$ cat config.mk
export PLATFORM = sky130hd
export DESIGN_NAME = digit_pulse_gen_flat
export DESIGN_NICKNAME = d
export VERILOG_FILES = /design/src/rtl/digit_pulse_gen_if.sv /design/src/rtl/digit_pulse_gen.sv /design/src/flat_wrapper.sv
export SDC_FILE = /design/constraint.sdc
export NUM_CORES = 1
export LEC_CHECK = 0
export ABC_AREA = 1
export CAP_MARGIN = 20
export CORE_UTILIZATION = 44
export CTS_BUF_LIST = sky130_fd_sc_hd__clkbuf_4 sky130_fd_sc_hd__clkbuf_8
export DETAILED_ROUTE_END_ITERATION = 16
export PLACE_DENSITY_LB_ADDON = 0.3
export SLEW_MARGIN = 20
export SYNTH_ARGS = -nofsm -noshare
export SYNTH_HDL_FRONTEND = slang
export SYNTH_SLANG_ARGS = --single-unit
export TNS_END_PERCENT = 5
$ cat constraint.sdc
create_clock -name clk -period 1.8 [get_ports clk]
set_input_delay 0.27 -clock clk [delete_from_list [all_inputs] [get_ports clk]]
set_output_delay 0.27 -clock clk [all_outputs]
set_load 0.02 [all_outputs]
$ cat src/rtl/digit_pulse_gen_if.sv
// rtl/digit_pulse_gen_if.sv - run/step control and digit-timing outputs of the digit pulse generator
interface digit_pulse_gen_if #(
    parameter int DIGITS = 36,
    parameter int MINORS = 16
);
    localparam int DW = $clog2(DIGITS);
    localparam int MW = $clog2(MINORS);

    logic          run;
    logic          step;
    logic          d0;
    logic          d1;
    logic          d18;
    logic          d35;
    logic [DW-1:0] digit;
    logic [MW-1:0] minor;
    logic          major_start;
    logic          active;

    modport master (
        output run,
        output step,
        input  d0,
        input  d1,
        input  d18,
        input  d35,
        input  digit,
        input  minor,
        input  major_start,
        input  active
    );

    modport slave (
        input  run,
        input  step,
        output d0,
        output d1,
        output d18,
        output d35,
        output digit,
        output minor,
        output major_start,
        output active
    );
endinterface

$ cat src/rtl/digit_pulse_gen.sv
// rtl/digit_pulse_gen.sv - digit pulse generator with minor-cycle counter and run/step control
module digit_pulse_gen #(
    parameter int DIGITS = 36,
    parameter int MINORS = 16
) (
    input logic              clk,
    input logic              rst,
    digit_pulse_gen_if.slave bus
);
    localparam int DW = $clog2(DIGITS);
    localparam int MW = $clog2(MINORS);

    localparam logic [DW-1:0] LAST_DIGIT = DW'(DIGITS - 1);
    localparam logic [MW-1:0] LAST_MINOR = MW'(MINORS - 1);

    localparam logic [1:0] ST_STOPPED  = 2'd0;
    localparam logic [1:0] ST_RUNNING  = 2'd1;
    localparam logic [1:0] ST_STEPPING = 2'd2;

    logic [1:0]    state_q, state_d;
    logic [DW-1:0] digit_q, digit_d;
    logic [MW-1:0] minor_q, minor_d;

    logic active;
    logic last_digit;

    assign active     = (state_q == ST_RUNNING) || (state_q == ST_STEPPING);
    assign last_digit = (digit_q == LAST_DIGIT);

    always_comb begin
        state_d = state_q;
        digit_d = digit_q;
        minor_d = minor_q;

        if (active) begin
            if (last_digit) begin
                digit_d = '0;
                minor_d = (minor_q == LAST_MINOR) ? '0 : minor_q + MW'(1);
            end else begin
                digit_d = digit_q + DW'(1);
            end
        end

        case (state_q)
            ST_STOPPED: begin
                if (bus.run) begin
                    state_d = ST_RUNNING;
                end else if (bus.step) begin
                    state_d = ST_STEPPING;
                end
            end
            ST_RUNNING: begin
                if (last_digit && !bus.run) begin
                    state_d = ST_STOPPED;
                end
            end
            ST_STEPPING: begin
                // Further step requests are dropped; only run can extend a step.
                if (last_digit) begin
                    state_d = bus.run ? ST_RUNNING : ST_STOPPED;
                end
            end
            default: begin
                state_d = ST_STOPPED;
            end
        endcase
    end

    always_ff @(posedge clk or posedge rst) begin
        if (rst) begin
            state_q <= ST_STOPPED;
            digit_q <= '0;
            minor_q <= '0;
        end else begin
            state_q <= state_d;
            digit_q <= digit_d;
            minor_q <= minor_d;
        end
    end

    // Every output decodes registered state only, so run/step never reach them combinationally.
    assign bus.d0          = active && (digit_q == DW'(0));
    assign bus.d1          = active && (digit_q == DW'(1));
    assign bus.d18         = active && (digit_q == DW'(18));
    assign bus.d35         = active && (digit_q == DW'(35));
    assign bus.major_start = active && (digit_q == '0) && (minor_q == '0);
    assign bus.active      = active;
    assign bus.digit       = digit_q;
    assign bus.minor       = minor_q;
endmodule

$ cat src/flat_wrapper.sv
// flat-port wrapper written by rule: the top's interface ports become plain ports
module digit_pulse_gen_flat 
#(
    parameter int DIGITS = 36,
    parameter int MINORS = 16
)
  (clk, rst, bus_run, bus_step, bus_d0, bus_d1, bus_d18, bus_d35, bus_digit, bus_minor, bus_major_start, bus_active);
  digit_pulse_gen_if #(.DIGITS(DIGITS), .MINORS(MINORS)) bus_i ();
  input logic clk;
  input logic rst;
  input wire logic [$bits(bus_i.run)-1:0] bus_run;
  input wire logic [$bits(bus_i.step)-1:0] bus_step;
  output wire logic [$bits(bus_i.d0)-1:0] bus_d0;
  output wire logic [$bits(bus_i.d1)-1:0] bus_d1;
  output wire logic [$bits(bus_i.d18)-1:0] bus_d18;
  output wire logic [$bits(bus_i.d35)-1:0] bus_d35;
  output wire logic [$bits(bus_i.digit)-1:0] bus_digit;
  output wire logic [$bits(bus_i.minor)-1:0] bus_minor;
  output wire logic [$bits(bus_i.major_start)-1:0] bus_major_start;
  output wire logic [$bits(bus_i.active)-1:0] bus_active;
  assign bus_i.run = bus_run;
  assign bus_i.step = bus_step;
  assign bus_d0 = bus_i.d0;
  assign bus_d1 = bus_i.d1;
  assign bus_d18 = bus_i.d18;
  assign bus_d35 = bus_i.d35;
  assign bus_digit = bus_i.digit;
  assign bus_minor = bus_i.minor;
  assign bus_major_start = bus_i.major_start;
  assign bus_active = bus_i.active;
  digit_pulse_gen #(.DIGITS(DIGITS), .MINORS(MINORS)) u_core (.clk(clk), .rst(rst), .bus(bus_i));
endmodule
==> impl_metrics.yaml <==
finish:
  diodes: 0
  n_fill_cell: 139
  stdcell_area_um2: 1185
  stdcell_count: 161
  synthToLayoutAreaGrowth_pct: 47.97
  nets: 150
  multi_input_area_um2: 441.7
  seq_area_um2: 300.3
  drive_gt1_share_pct: 29.41
  utilization_pct: 69.38
cts:
  h-tree-depth: 1
  clockBufferDepth: 2
  cts.sinks: 12
  tritoncts: "built"
  clock_latency_ns: 0.27
  root_buffer: "clkbuf_4"
  ctsHoldBuffers: 0
  cts_made_buffers: 3
  cts.clk_slew.worst_paths_ns: 0.08
min_path:
  min_path_type: "in -> async"
placed_design:
  hpwl_um: 1400
  io_buffers: 19
  placed_cell_area_um2: 1160
  globalplace.congestion: 0.7389
  place_inst: 157
global_route:
  grt_pass1_vias: 706
  grt_usage_pct: 20.36
  grt_pass1_wl_um: 2898
  antenna_found_initial: 0
  overflow: 0
  grt_max_degree: 13
route:
  drc: 0
  wire_per_inst_um: 11.25
  detail_route.wirelength_um: 1811
  firstDrtPassIters: 4
  ant_nets: 0
  num_vias: 746
  drt-initial-drc-count: 4
  vias_per_cell: 4.634
sta:
  final-max-slew-violation-count: 0
  tightest_slew_ns: 0.4676
  fin_hold_ws_ns: 0.2947
  setup_viol: 0
  tns_ns: 0
  period_share_pct: 97.68
  max_slew_margin_pct: 68.79
  hold_violations: 0
  clock_skew_ns: 0.0008392
  rsz0062_at_grt: "yes"
  fin_crit_ns: 1.758
  timing.fmax_ghz: 0.5688
synth:
  synth_edf_count: 0
  synthSimpleGateAreaFrac_pct: 29.38
  netlist_area_um2: 800.8
  synth_top_family_by_area: "simple AND/OR/NAND/NOR gates"
  synth_area_leader_cell: "dfrtp_1"
  synth-seq-area-share_pct: 37.50
  synth_nets: 108
  synthAdderAreaFrac_pct: 14.06
  netlist.area_leader.share_pct: 37.50
  synth_cells: 95
  yosysWarnings: 0
  ys_async_sr_fraction_pct: 100.0
  synth_compound_area_share_pct: 5.938
  synth_area_per_cell_um2: 8.429
  synth-seq-cells: 12
  synth_xor_area_share_pct: 3.281
  synth_mux_area_share_pct: 0
  ys_types: 21
  synth_top_flop_cell: "dfrtp_1"
  ys_top_cells_by_area: "dfrtp_1 38%, ha_1 14%, inv_1 8.4%"
floorplanning:
  dieArea_um2: 1995
  start_util_pct: 46.89
  fp.dieH_um: 44.66
  core_area_um2: 1708
  ios: 20
  die_w_um: 44.66
  rows: 15
power:
  peakVddDrop_mv: 1.113
  power.internal_uw: 1041
  power_density_nw_per_um2: 1556
  switching_share_pct: 43.52
  clkPwrFrac_pct: 12.0
  power_frac_seq_pct: 22.6
  switching_power_uw: 802.2
  power_leakage_uw: 0.0006021
  combPwrFrac_pct: 65.3
setup_path:
  worstPathRequired_ns: 1.53
  endpoint_kind: "output pin"
  setup.worst_path.start_class: "register"
  r2r_setup_slack_ns: 0.20
  critPathKind: "reg -> out"
  cp_max_fo: 5
  worstPathArrival_ns: 1.49
job:
  drv_cap: 0
status:
  status: "completed"
-- flip-flops by register name (all words and copies together), names as in the netlist --
signal	count
u_core.bus.digit	6
u_core.bus.minor	4
u_core.state_q	2
-- synthesized netlist by cell type (2+ instances only) --
library cell  instances
xor2_1                3
nand3_2               3
ha_1                  9
nor2_1                7
o21ai_2               2
a21oi_1               2
nor3_1                3
nand3_1               9
o21ai_0               4
nand2_1              14
dfrtp_1              12
inv_1                18
-- cell type report --
class,count,area share [%]
clock buffer,4,3.062
timing repair buffer,38,25.98
sequential,12,25.34
tap,25,2.640
inverter,18,5.702
multi-input combinational,64,37.28
-- kinds of logic (layout without fill, tap and decap cells) --
family,Yosys count,count (layout)
AO/OA/AOI/OAI,8,8
XOR/XNOR,3,3
adder cells (fa/ha/maj),9,9
buffers and inverters,19,60
flip-flops,12,12
AND/OR/NAND/NOR,44,44
-- worst max-delay path: stages, from the launching register on --
cell,delay (ns)
dfrtp_1,0.35
inv_1,0.06
ha_1,0.34
nand2_4,0.09
buf_4,0.15
nor2_4,0.09
buf_4,0.14
-- metrics by stage --
stage / power [µW] / worst slack, ns
2_1_floorplan: 1034 / -0.06031
3_3_place_gp: 1577 / -0.07855
3_5_place_dp: 1612 / -0.09896
4_1_cts: 1826 / -0.1043
5_1_grt: 1989 / -0.06489
6_report: 1843 / 0.04179
-- per-layer routing --
metal	up-vias	GRT usage [%]	share of wire [%]
met3	2	2.857	3.7
met1	338	23.10	42
met4	0	7.273	0.77
met5	-	0	0
li1	384	-	-
met2	22	38.24	53
-- repair_timing --
item                                    in CTS  in global routing
gates cloned                                 0                  0
pin swaps                                    0                  1
resized for setup                           17                 12
setup buffers                                0                  0
endpoints found under the setup margin       6                  5
-- final timing paths --
path / startpoint / end / cells after the start
worst min register to register: u_core.bus.minor[1] / u_core.bus.minor[1] / 2
max in group asynchronous: rst / u_core.bus.digit[1] / 2
worst min-delay path: rst / u_core.bus.minor[3] / 2
min in group clk: u_core.bus.minor[1] / u_core.bus.minor[1] / 2
worst max register to register: u_core.state_q[1] / u_core.bus.minor[2] / 8
worst max-delay path: u_core.state_q[1] / bus_d35 / 6
-- power groups by stage --
stage	Combinational [µW]	Clock [µW]	Sequential, µW
finish	1200	222	417
global route	1330	237	424
CTS	1180	227	416
detailed placement	1190	0	420
global placement	1160	0	416
floorplan	479	0	555
-- cell usage in the layout, fill, tap and decap left out, types with 3 or more instances in the layout --
| cell type | Yosys | final |
|---|---|---|
| buf_4 | 0 | 21 |
| clkbuf_4 | 0 | 3 |
| clkdlybuf4s50_1 | 0 | 13 |
| dfrtp_1 | 12 | 12 |
| ha_1 | 9 | 9 |
| inv_1 | 18 | 18 |
| nand2_1 | 14 | 14 |
| nand3_1 | 9 | 9 |
| nand3_2 | 3 | 3 |
| nor2_1 | 7 | 7 |
| nor3_1 | 3 | 3 |
| o21ai_0 | 4 | 4 |
| xor2_1 | 3 | 3 |
(Power assumes the default switching activity.)
